--- config.mk ---
export PLATFORM = sky130hd
export DESIGN_NAME = ssd_scan_driver
export DESIGN_NICKNAME = d
export VERILOG_FILES = /design/src/rtl/ssd_scan_driver.sv
export SDC_FILE = /design/constraint.sdc
export NUM_CORES = 1
export LEC_CHECK = 0
export ABC_AREA = 1
export CELL_PAD_IN_SITES_DETAIL_PLACEMENT = 2
export CELL_PAD_IN_SITES_GLOBAL_PLACEMENT = 2
export CORE_MARGIN = 3
export CORE_UTILIZATION = 37
export DETAILED_ROUTE_END_ITERATION = 10
export GPL_TIMING_DRIVEN = 0
export PLACE_DENSITY = 0.93
export RECOVER_POWER = 50
export SLEW_MARGIN = 20
export SYNTH_ARGS = -nofsm -noshare
export SYNTH_HDL_FRONTEND = slang
export SYNTH_SLANG_ARGS = --single-unit
export TNS_END_PERCENT = 10
--- constraint.sdc ---
create_clock -name clk -period 4.6 [get_ports clk]
set_input_delay 0.69 -clock clk [delete_from_list [all_inputs] [get_ports clk]]
set_output_delay 0.69 -clock clk [all_outputs]
set_load 0.005 [all_outputs]
--- src/rtl/ssd_scan_driver.sv ---
// Multiplexed seven-segment scan driver.
// Captures 4-bit nibbles into a shift register of N_DIGITS digits. A free-running
// prescaler and scan index select one digit at a time, and a registered output stage
// drives a one-hot strobe plus the decoded segments {a,b,c,d,e,f,g}. All outputs are
// active-high.
// Optional feature macro: SSD_LEADING_ZERO_BLANK_EN blanks leading zeros on digits 1 and up.
// Digit 0 is always shown.

module ssd_scan_driver #(
   parameter int unsigned N_DIGITS    = 4,
   parameter int unsigned REFRESH_DIV = 1000
) (
   input  logic                clk,
   input  logic                rst_n,
   input  logic                enable,
   input  logic                clear,
   input  logic                in_valid,
   input  logic [3:0]          in_nibble,
   output logic [N_DIGITS-1:0] an,
   output logic [6:0]          seg
);

   localparam int unsigned PreW = (REFRESH_DIV > 1) ? $clog2(REFRESH_DIV) : 1;
   localparam int unsigned IdxW = (N_DIGITS > 1) ? $clog2(N_DIGITS) : 1;
   localparam logic [PreW-1:0] PreLast = PreW'(REFRESH_DIV - 1);
   localparam logic [IdxW-1:0] IdxLast = IdxW'(N_DIGITS - 1);

   // Hex to {a,b,c,d,e,f,g}, active-high
   function automatic logic [6:0] decode(input logic [3:0] v);
      logic [6:0] s;
      case (v)
         4'h0:    s = 7'h7E;
         4'h1:    s = 7'h30;
         4'h2:    s = 7'h6D;
         4'h3:    s = 7'h79;
         4'h4:    s = 7'h33;
         4'h5:    s = 7'h5B;
         4'h6:    s = 7'h5F;
         4'h7:    s = 7'h70;
         4'h8:    s = 7'h7F;
         4'h9:    s = 7'h7B;
         4'hA:    s = 7'h77;
         4'hB:    s = 7'h1F;
         4'hC:    s = 7'h4E;
         4'hD:    s = 7'h3D;
         4'hE:    s = 7'h4F;
         default: s = 7'h47;
      endcase
      return s;
   endfunction

   logic [N_DIGITS-1:0][3:0] digit_q, digit_d;
   logic [PreW-1:0]          pre_q, pre_d;
   logic [IdxW-1:0]          idx_q, idx_d;
   logic [N_DIGITS-1:0]      an_q, an_d;
   logic [6:0]               seg_q, seg_d;
   logic                     scan_tick;
   logic [3:0]               sel_digit;
   logic                     sel_blank;
   logic [N_DIGITS-1:0]      blank_vec;

   // Digit store next state: clear beats capture, capture shifts toward the left
   always_comb begin
      digit_d = digit_q;
      if (clear) begin
         digit_d = '0;
      end else if (in_valid) begin
         digit_d = {digit_q[N_DIGITS-2:0], in_nibble};
      end
   end

   // Prescaler and scan index run regardless of enable so the scan phase is never disturbed
   always_comb begin
      scan_tick = (pre_q == PreLast);
      pre_d     = scan_tick ? '0 : pre_q + PreW'(1);
      idx_d     = idx_q;
      if (scan_tick) begin
         idx_d = (idx_q == IdxLast) ? '0 : idx_q + IdxW'(1);
      end
   end

`ifdef SSD_LEADING_ZERO_BLANK_EN
   // Blank digit i (i >= 1) when it and every digit above it are zero
   always_comb begin
      logic zero_above;
      zero_above = 1'b1;
      blank_vec  = '0;
      for (int i = int'(N_DIGITS) - 1; i >= 0; i--) begin
         zero_above   = zero_above & (digit_q[i] == 4'h0);
         blank_vec[i] = zero_above & (i != 0);
      end
   end
`else
   // Every digit is decoded, leading zeros included
   always_comb begin
      blank_vec = '0;
   end
`endif

   // Mux the currently indexed digit and its blanking flag
   always_comb begin
      sel_digit = 4'h0;
      sel_blank = 1'b0;
      for (int i = 0; i < int'(N_DIGITS); i++) begin
         if (idx_q == IdxW'(i)) begin
            sel_digit = digit_q[i];
            sel_blank = blank_vec[i];
         end
      end
   end

   // Output stage next state: one-hot strobe and decoded segments, forced dark when disabled
   always_comb begin
      an_d  = '0;
      seg_d = '0;
      if (enable) begin
         an_d = N_DIGITS'(1) << idx_q;
         if (!sel_blank) begin
            seg_d = decode(sel_digit);
         end
      end
   end

   // All state, asynchronously cleared
   always_ff @(posedge clk or negedge rst_n) begin
      if (!rst_n) begin
         digit_q <= '0;
         pre_q   <= '0;
         idx_q   <= '0;
         an_q    <= '0;
         seg_q   <= '0;
      end else begin
         digit_q <= digit_d;
         pre_q   <= pre_d;
         idx_q   <= idx_d;
         an_q    <= an_d;
         seg_q   <= seg_d;
      end
   end

   assign an  = an_q;
   assign seg = seg_q;

endmodule

# Word-level counts from Yosys, hierarchy flattened
# Memories as Yosys holds them, arrays and structs flattened.
# Index checks and enable logic that the tools add are counted.
dict set report word_totals {
  memories 1
  mem_bits_ro 112
  elab_cells 28
  out_inout_bits 11
  register_bits 39
  inputBits 9
}
dict set report classes {
  shifts 1
  reduce_logical 2
  n_mux 10
  eq_ne 4
  n_addsub 2
}
# name words word_bits rd rd_ports_with_merged_regs wr line_no
set memory_table {}
lappend memory_table {{(name not given)} 16 7 1 0 0 31} ;# case (v)
# op count
set ops {}
lappend ops {{$mux 16} 2}
lappend ops {{$mux 4} 5}
lappend ops {{$add 10x1->10 const B} 1}
lappend ops {{$eq 10x10->1 const B} 1}
lappend ops {{$mux 10} 1}
lappend ops {{$mux 7} 1}
lappend ops {{$eq 2x2->1 const B} 2}
lappend ops {{$shl 1x2->4 const A} 1}
lappend ops {{$add 2x1->2 const B} 1}
lappend ops {{$eq 2x1->1 const B} 1}
lappend ops {{$logic_not 2->1} 1}
lappend ops {{$mux 2} 1}
lappend ops {{$reduce_bool 2->1} 1}

# Longest topological paths before layout
# An unclocked memory read counts as a cell.
dict set report depth {
  word_depth 7
  mapped_depth 13
  depth_no_buf 13
}

# Worst setup path after synthesis
# No wires, ideal clock.
dict set report synth_timing {
  path_kind {register to register}
  from {register idx_q[0]}
  to {register seg_q[3], in the netlist seg[3]}
  setup_time_ns 0.119
  t_arrival_ns 1.827
  path_buffers 1
  period_less_slack_ns 1.946
  t_required_ns 4.481
  path_stages_with_launch 14
  path_slack_ns 2.654
  path_cell_list {dfrtp_1 -> inv_1 -> ha_1 -> buf_6 -> a21oi_1 -> nand2_1 -> a21oi_2 -> inv_1 -> ha_1 -> inv_1 -> nand2_1 -> nand2_2 -> o21ai_1 -> nor2_1}
}
dict set report synth_via {
  elab_chain_cells 7
  elab_cells_between_ends 10
  cone_classes {3 x eq/ne; 5 x mux; 1 x reduce/logical; 1 x memory}
}
# item line_no
set synth_lines {}
lappend synth_lines {{start, declared} 54} ;# logic [IdxW-1:0] idx_q, idx_d;
lappend synth_lines {{start signal, assigned} 135} ;# idx_q <= idx_d;
lappend synth_lines {{$logic_not 2->1} 105} ;# if (idx_q == IdxW'(i)) begin
lappend synth_lines {{$mux 4 (3 in a row)} 105}
lappend synth_lines {{$mux 4 (*)} 105}
lappend synth_lines {{$mem_v2 16x7 (*)} --}
lappend synth_lines {{$mux 7 (*)} 116} ;# if (enable) begin
lappend synth_lines {{via seg_d[3]} 56} ;# logic [6:0] seg_q, seg_d;
lappend synth_lines {{end signal, assigned} 137} ;# seg_q <= seg_d;
lappend synth_lines {{end, declared} 56}
# Mark *: on every way through the listed nets, which the timed path passes. The rest lies on a longest branch.
# A chain may end at the register's enable or synchronous reset.

# Worst setup path in the final report
# Ends and elaborated chain as after synthesis.

==> summary.txt <==
Synth
  • Post-synth EDFFs: 0
  • Synth Net Count: 259
  • Mapped Cells: 239
  • Post-Syn Area: 2010 um2
  • Syn_area_per_cell: 8.43 um2
  • Area share of the largest cell type after synthesis: 0.484
  • Netlist cell types: 24
  • Leading area contributor after synthesis: dfrtp_1
  • Cell with the most instances after synthesis: inv_1
  • Top post-synthesis cells by area: dfrtp_1, inv_1, nand2_1
  • Asr flop ratio synth: 1.00
  • Post-synthesis sequential area ratio: 0.484
  • Synth Flop Type: dfrtp_1
  • Yosys warns: 0
  • Synth top cells by count: inv_1, nand2_1, dfrtp_1
  • Number of register bits inferred by synthesis: 39

Power and ir drop
  • Clock group share of total power: 0.417
  • Net switching power: 183 uW
  • Cell-internal power: 557 uW
  • Flop pwr share: 0.483
  • P_leak: 0.00116 uW
  • Sw frac: 0.247
  • Peak VDD IR: 118 uV
  • Pwr Density: 311 nW/um2
  • Pwr Total: 740 uW
  • Combinational power share: 0.100

Cells and area
  • Antenna Cells: 0
  • Multi-input logic area: 831 um2
  • Syn-to-layout area delta: 18.3%
  • Fill cell total of the finished layout: 589
  • Sequential cell area: 976 um2
  • Post-Layout Cell Count: 336
  • NumNets Final: 285
  • Proportion of layout cells with a drive suffix above 1: 0.0865

Worst setup path
  • Arrival time worst endpoint: 2.83 ns
  • Critical path's largest stage delay: 0.47 ns
  • Worst endpoint required time: 4.80 ns
  • Critical path buffer and inverter count: 4
  • Reg-to-reg slack, setup: 1.97 ns
  • Crit end category: register
  • CP Max Fanout: 9
  • Reg2reg start: idx_q[0]
  • Worst setup path startpoint: idx_q[0]
  • Crit Path Category: register to register
  • R2R cell count: 12
  • R2r endpoint: seg[3]
  • Slowest stage cell, crit path: clkbuf_1
  • Critical Path Most Common Cell: inv_1
  • Family with the most delay on the worst path: buffers and inverters
  • Crit path cell chain: inv_1 > ha_1 > clkbuf_1 > a21oi_1 > a21oi_2 > inv_1 > ha_1 > inv_1 > nand2_1 > nand2_2 > o21ai_1 > nor2_1
  • CP Launch Type: register

GRT
  • GRT Util Overall: 0.216
  • Largest net degree at the start of global routing: 21
  • Total gr overflow: 0
  • First-pass GRT wire length: 10400 um
  • Vias in the first global route: 2006
  • Antenna violations before repair: 0

Route
  • Routed length per instance: 18.1 um
  • DR iter-0 viols: 53
  • Routed Antenna Nets: 0
  • DRC viols: 0
  • Drt pass-1 iters: 4
  • Routed vias: 1737
  • Via density per instance: 5.17
  • Routed wire length: 6090 um

Die
  • Placeable core area: 5170 um2
  • Initial Utilization: 0.389
  • Die Ht: 79.8 um
  • IO Pins: 20
  • Die ar.: 6370 um2
  • Std cell rows: 26
  • Die X-Extent: 79.8 um

Placement
  • Placed Cells incl. Taps: 328
  • Routability cong.: 0.787
  • Detail Placement HPWL: 4220 um
  • IO Port Bufs: 18

STA
  • Setup Skew: 0.0169 ns
  • Final Hold Vio Count: 0
  • Pins Over Slew Limit: 0
  • Unrepaired setup endpoints after global routing: no
  • Final Critical Period: 2.63 ns
  • FMAX: 0.380 GHz
  • Crit share post-route: 0.572
  • Final Setup Violations: 0
  • Worst rel slew slack: 0.260
  • Hold WS: 0.535 ns
  • TNS Setup: 0 ns
  • Slew @ Worst Pin: 1.11 ns

CTS
  • Root buffer cell: clkbuf_8
  • Quantity of hold-fixing buffers added after cts: 0
  • Sinks on Clock Net: 39
  • Worst-Skew Late Latency: 0.30 ns
  • Postcts setup bufs: 0
  • CTS clk-pin slew, worst paths: 0.09 ns
  • H-tree level count: 2
  • # resized after CTS: 0
  • CTS Buf Count: 5
  • CTS tree: done
  • Max clock buf depth: 2

Min path
  • Hold/Removal Path Class: register to register
  • Worst-case hold path end point: digit_q[13]
  • Worst hold stages: 2
  • Hold wc startpoint: digit_q[13]

Job
  • Max-cap violations: 0

Outcome
  • Status: finished clean
## worst max path at each step
stage / to / slack, ns / cells after the start
5_1_grt: seg[3] / 1.69 / 12
6_report: seg[3] / 1.97 / 12
3_5_place_dp: seg[3] / 2.22 / 13
2_1_floorplan: seg[3] / 2.65 / 13
3_3_place_gp: digit_q[15] / 1.87 / 1
4_1_cts: seg[3] / 2.17 / 13
## area by class of cell
class                      count  share of cell area
buffer                         7              0.0116
clock buffer                   6              0.0347
sequential                    39               0.410
multi-input combinational    149               0.349
inverter                      44              0.0693
clock inverter                 2              0.0147
timing repair buffer          19              0.0746
tap                           70              0.0368
## sequential cells by signal, summed over array words and instances (netlist names)
name,cells
seg,7
an,4
pre_q,10
idx_q,2
digit_q,16
## worst min-delay path: stages (launching register included)
cell and delay (ns):
dfrtp_1 0.38, inv_1 0.05, o22ai_1 0.06
## routing by layer
metal	part of all wire	vias up	track usage
li1	-	813	-
met1	0.43	888	0.253
met2	0.53	26	0.395
met3	0.027	10	0.0451
met4	0.012	0	0.0625
met5	0	-	0
## logic make-up after synthesis
kind of cell	Yosys count	synth area share
buffers and inverters	51	0.103
adder cells (fa/ha/maj)	11	0.0683
AO/OA/AOI/OAI	44	0.128
XOR/XNOR	2	0.00870
AND/OR/NAND/NOR	92	0.207
flip-flops	39	0.484
## placed cells by master, fill, tap and decap left out, types with 8 or more instances in the layout
| master | synthesis | final |
|---|---|---|
| nor2_1 | 14 | 14 |
| clkdlybuf4s50_1 | 0 | 17 |
| a21oi_1 | 15 | 15 |
| inv_1 | 42 | 42 |
| nand3_1 | 24 | 24 |
| nand2_1 | 41 | 41 |
| clkbuf_1 | 4 | 8 |
| dfrtp_1 | 39 | 39 |
| ha_1 | 11 | 11 |
| o21ai_0 | 16 | 16 |
## stage by stage
stage                     area, um2  setup slack, ns   util
after detailed placement       2300             2.22  0.446
after CTS                      2420             2.17  0.468
after global placement         2280             1.87  0.441
final                          2380             1.97  0.461
after global routing           2380             1.69  0.461
after floorplan                2010             2.65      -
## power groups by stage
stage	Combinational [uW]	Clock, uW	Sequential [uW]
floorplan	33.7	0	364
finish	74.2	308	357
global placement	67.9	0	363
CTS	78.2	312	357
global route	83.3	328	358
detailed placement	74.8	0	364
Power figures use the tool's default switching activity.
